[config.mk]
export PLATFORM = sky130hd
export DESIGN_NAME = synthesizer_top_p_core
export DESIGN_NICKNAME = d
export VERILOG_FILES = /design/src/rtl/synthesizer_top_p_core.sv
export SDC_FILE = /design/constraint.sdc
export NUM_CORES = 2
export LEC_CHECK = 0
export CAP_MARGIN = 20
export CELL_PAD_IN_SITES_DETAIL_PLACEMENT = 2
export CELL_PAD_IN_SITES_GLOBAL_PLACEMENT = 2
export CORE_AREA = 2 2 351 353
export CTS_BUF_LIST = sky130_fd_sc_hd__clkbuf_16
export CTS_CLUSTER_DIAMETER = 200
export DETAILED_ROUTE_END_ITERATION = 8
export DIE_AREA = 0 0 353 355
export PLACE_DENSITY_LB_ADDON = 0.1
export SYNTH_ARGS = -nofsm -noshare
export SYNTH_HDL_FRONTEND = slang
export SYNTH_SLANG_ARGS = --single-unit
[constraint.sdc]
create_clock -name clk -period 12.3 [get_ports clk]
set_input_delay 2.46 -clock clk [delete_from_list [all_inputs] [get_ports clk]]
set_output_delay 2.46 -clock clk [all_outputs]
set_load 0.005 [all_outputs]
[src/rtl/synthesizer_top_p_core.sv]
// Polyphonic triangle-wave synthesizer: Avalon-MM note commands drive per-voice
// phase accumulators; the mixed sample goes out on Avalon-ST, a status port and a 1-bit delta-sigma DAC.
module synthesizer_top_p_core #(
  parameter int unsigned CLK_HZ     = 50_000_000,
  parameter int unsigned SAMPLE_DIV = 520,
  parameter int unsigned NUM_VOICES = 8
) (
  input  logic        clk,
  input  logic        reset,
  input  logic        avs_s0_write,
  input  logic        avs_s0_read,
  input  logic [31:0] avs_s0_writedata,
  output logic [31:0] avs_s0_readdata,
  output logic        o_dac_out,
  output logic [31:0] aso_ss0_data,
  output logic        aso_ss0_valid,
  output logic [23:0] current_out
);

  localparam int unsigned CW = (SAMPLE_DIV > 1) ? $clog2(SAMPLE_DIV) : 1;
  localparam int unsigned VW = (NUM_VOICES > 1) ? $clog2(NUM_VOICES) : 1;

  logic [CW-1:0]         sample_cnt;
  logic                  tick;
  logic [NUM_VOICES-1:0] active;
  logic [6:0]            voice_note [NUM_VOICES];
  logic [31:0]           voice_inc  [NUM_VOICES];
  logic [31:0]           phase      [NUM_VOICES];

  logic                  cmd_on;
  logic [6:0]            cmd_note;
  logic                  hit;
  logic [VW-1:0]         hit_idx;
  logic                  free_found;
  logic [VW-1:0]         free_idx;
  logic [15:0]           voice_smp;
  logic [23:0]           mix;
  logic [24:0]           dac_acc;
  logic                  unused_bits;

  // Top-octave increments (notes 120..131); lower octaves shift right.
  function automatic logic [31:0] note_inc(input logic [6:0] n);
    logic [3:0]  oct;
    logic [3:0]  semi;
    logic [31:0] tw;
    oct  = 4'(n / 7'd12);
    semi = 4'(n % 7'd12);
    case (semi)
      4'd0:    tw = 32'd374557749;
      4'd1:    tw = 32'd396830112;
      4'd2:    tw = 32'd420426858;
      4'd3:    tw = 32'd445426740;
      4'd4:    tw = 32'd471913192;
      4'd5:    tw = 32'd499974611;
      4'd6:    tw = 32'd529704648;
      4'd7:    tw = 32'd561202526;
      4'd8:    tw = 32'd594573365;
      4'd9:    tw = 32'd629928537;
      4'd10:   tw = 32'd667386037;
      default: tw = 32'd707070876;
    endcase
    return tw >> (4'd10 - oct);
  endfunction

  function automatic logic [15:0] tri_sample(input logic [15:0] p);
    logic [14:0] t;
    t = p[15] ? ~p[14:0] : p[14:0];
    return {t, 1'b0} - 16'h8000;
  endfunction

  assign cmd_on      = avs_s0_writedata[15];
  assign cmd_note    = avs_s0_writedata[14:8];
  assign tick        = (sample_cnt == CW'(SAMPLE_DIV - 1));
  assign o_dac_out   = dac_acc[24];
  assign unused_bits = ^{avs_s0_writedata[31:16], avs_s0_writedata[7:0], 32'(CLK_HZ / SAMPLE_DIV)};

  always_comb begin
    hit        = 1'b0;
    hit_idx    = '0;
    free_found = 1'b0;
    free_idx   = '0;
    for (int unsigned i = 0; i < NUM_VOICES; i++) begin
      if (active[i] && (voice_note[i] == cmd_note)) begin
        hit     = 1'b1;
        hit_idx = VW'(i);
      end
      if (!active[i] && !free_found) begin
        free_found = 1'b1;
        free_idx   = VW'(i);
      end
    end
  end

  always_comb begin
    mix       = '0;
    voice_smp = '0;
    for (int unsigned i = 0; i < NUM_VOICES; i++) begin
      voice_smp = tri_sample(phase[i][31:16]);
      if (active[i]) mix = mix + {{8{voice_smp[15]}}, voice_smp};
    end
  end

  always_ff @(posedge clk or negedge reset) begin
    if (!reset) sample_cnt <= '0;
    else        sample_cnt <= tick ? '0 : sample_cnt + 1'b1;
  end

  // Command updates are written after the tick advance so a coincident
  // note-on restarts its voice at phase 0 instead of advancing it.
  always_ff @(posedge clk or negedge reset) begin
    if (!reset) begin
      active     <= '0;
      voice_note <= '{default: '0};
      voice_inc  <= '{default: '0};
      phase      <= '{default: '0};
    end else begin
      if (tick) begin
        for (int unsigned i = 0; i < NUM_VOICES; i++) begin
          if (active[i]) phase[i] <= phase[i] + voice_inc[i];
        end
      end
      if (avs_s0_write) begin
        if (cmd_on) begin
          if (!hit && free_found) begin
            active[free_idx]     <= 1'b1;
            voice_note[free_idx] <= cmd_note;
            voice_inc[free_idx]  <= note_inc(cmd_note);
            phase[free_idx]      <= '0;
          end
        end else if (cmd_note == 7'd127) begin
          active <= '0;
        end else if (hit) begin
          active[hit_idx] <= 1'b0;
        end
      end
    end
  end

  always_ff @(posedge clk or negedge reset) begin
    if (!reset) begin
      current_out     <= '0;
      aso_ss0_data    <= '0;
      aso_ss0_valid   <= 1'b0;
      avs_s0_readdata <= '0;
      dac_acc         <= '0;
    end else begin
      aso_ss0_valid <= tick;
      if (tick) begin
        current_out  <= mix;
        aso_ss0_data <= {{8{mix[23]}}, mix};
      end
      if (avs_s0_read) avs_s0_readdata <= 32'(active);
      dac_acc <= {1'b0, dac_acc[23:0]} + {1'b0, current_out ^ 24'h800000};
    end
  end

endmodule

==> qor.csv <==
metric;value;unit
synthArstFlopShare;100.0;%
crit_slowest_cell;dfrtp_2;
fin_util;43.63;%
die_area;0.1253;sq mm
cts_tree;yes;
critPathMaxStageDelay;440;ps
timing.fmax;84.70;MHz
syn_to_final_growth;12.66;%
synth_ff_type;dfrtp_1;
gr-total-overflow;0;
grt_pass1_wl;255000;microns
clk_pin_slew;60;ps
startpoint;phase[255]$_DFF_PN0_;
routedWlPerCell;21.76;microns
hpwlAfterDp;113500;microns
min_from;dac_acc[1]$_DFF_PN0_;
slew_viol_final;0;
drtAntennaViolNets;0;
crit_fanout;15;
yosysTopAreaCell;dfrtp_1;
synth-edff-count;0;
worst-endpoint-required;12830;ps
period_share;95.98;%
root_buffer;clkbuf_16;
synth.top_cells.by_count;975 x nand2_1, 626 x dfrtp_1, 551 x a21oi_1;
yosysWarnings;0;
period_needed;11810;ps
ctsHtreeMaxLevel;3;
ys_seq_area_share;33.32;%
fill_cells;13690;
gp_congestion;0.8180;
vias;41190;
hold_buffers;0;
setup_slack;494.3;ps
stdcell_count;7329;
grt_max_degree;140;
end_kind;flip-flop;
multiInputGateArea;0.03017;sq mm
diodes;0;
core_area;0.1214;sq mm
drc;0;
placementRows;128;
seqCellArea;0.01567;sq mm
worstMarginPinSlew;1117;ps
cp.arrival;12340;ps
avgSynthCellArea;8.369;sq um
first_pass_iters;5;
drtIter0Drc;1612;
rr_startpoint;phase[255]$_DFF_PN0_;
dp.cells;7165;
status;completed;
antenna_found_initial;4;
ys_ff_latch;626;
start_util;38.72;%
fin_worst_skew;52.15;ps
report.final.setup_viol;0;
drive_gt1_share;9.572;%
crit_type;flip-flop to flip-flop;
cts_buffer_depth;3;
synth_area_leaders;dfrtp_1 33%, ha_1 11%, nand2_1 7.8%, a21oi_1 5.9%, xnor2_1 5.8%;
cts.sinks;626;
viasPerCell;5.620;
cap_violations;0;
nets;6110;
drt_wl_total;159500;microns
synthesis.area;0.04701;sq mm
startpoint_type;flip-flop;
grtUsageTotal;25.16;%
slew_headroom;24.07;%
hp-class;flip-flop to flip-flop;
die_w;353;microns
synth_cells;5617;
ios;126;
clock_latency;690;ps
portBuffers;75;
yosysMostFrequentCell;nand2_1;
hold_viol;0;
dp_slack;-308.1;ps
grt_pass1_vias;44760;
netlist.area_leader.share;33.32;%
synth_cell_types;84;
cts_buffers;82;
chipHeight;355;microns
==> critical path: cells and delay by family, from the launching register on <==
| kind | cells | cell delay [ps] |
|---|---|---|
| buffers and inverters | 6 | 830 |
| xor gates and xnor gates | 8 | 1690 |
| DFF | 1 | 440 |
| muxes | 2 | 610 |
| AOI/OAI and AO/OA | 15 | 2890 |
| adders and majority gates | 7 | 2070 |
| and+or+nand+nor | 18 | 3150 |
==> sequential cells by signal, summed over array words and instances, names as in the netlist <==
name,flops
active,8
aso_ss0_valid,1
avs_s0_readdata,8
current_out,23
dac_acc,24
phase,256
sample_cnt,10
voice_inc,240
voice_note,56
==> repair_timing <==
item / 4_1_cts / 5_1_grt
gates resized for setup: 27 / 96
endpoints found under the setup margin: 1 / 2
pin swaps: 2 / 20
buffers inserted: 2 / 13
==> layer usage <==
layer  global-route usage (%)  share of wire [%]
met5                        0                  0
met4                    6.315                2.3
met3                    2.564                2.5
met2                    43.19                 48
met1                    33.92                 47
==> final timing paths <==
path	endpoint	slack [ps]	cells after the start
min in group asynchronous	phase[216]$_DFF_PN0_	1800	1
worst min-delay path	dac_acc[1]$_DFF_PN0_	470	1
max in group asynchronous	voice_note[11]$_DFFE_PN0P_	8300	3
worst max-delay path	current_out[23]$_DFFE_PN0P_	490	56
worst max register to register	current_out[23]$_DFFE_PN0P_	490	56
worst min register to register	dac_acc[1]$_DFF_PN0_	470	1
==> per-stage QoR <==
| step | area, sq um | setup TNS (ps) | hold WS [ps] |
|---|---|---|---|
| 2_1_floorplan | 47100 | 0 | 443.0 |
| 3_3_place_gp | 49620 | 0 | 453.6 |
| 3_5_place_dp | 49630 | -308.1 | 460.0 |
| 4_1_cts | 52400 | 0 | 473.2 |
| 5_1_grt | 52960 | -137.0 | 498.7 |
| 6_report | 52960 | 0 | 467.0 |
==> cell type report <==
class                      count  area share, %
sequential                   626          29.59
multi-input combinational   4562          56.96
clock buffer                  86          4.063
tap                         1625          3.839
clock inverter                61         0.9403
timing repair buffer         209          3.475
inverter                     160          1.134
==> logic make-up after synthesis <==
group,after synthesis,synth area share (%)
compound gates,1487,19.34
xor+xnor,524,9.893
fa+ha+maj,433,11.78
buf+inv,454,4.123
flops,626,33.32
mux,174,4.035
other cells,1,0.007977
simple gates,1918,17.50
==> placed cells by master, fill, tap and decap left out, types with 108 or more instances in the layout <==
cell and instances:
mux2_2 120, inv_1 171, a21oi_1 522, buf_4 127
dfrtp_1 622, xor2_1 204, nand2_1 971, o21ai_0 336
nor2_1 457, ha_1 397, a21o_1 108, xnor2_1 307
Power is left out: the tool's default activity adds up to more than one toggle a clock period on the data nets, which glitch-free logic cannot reach.
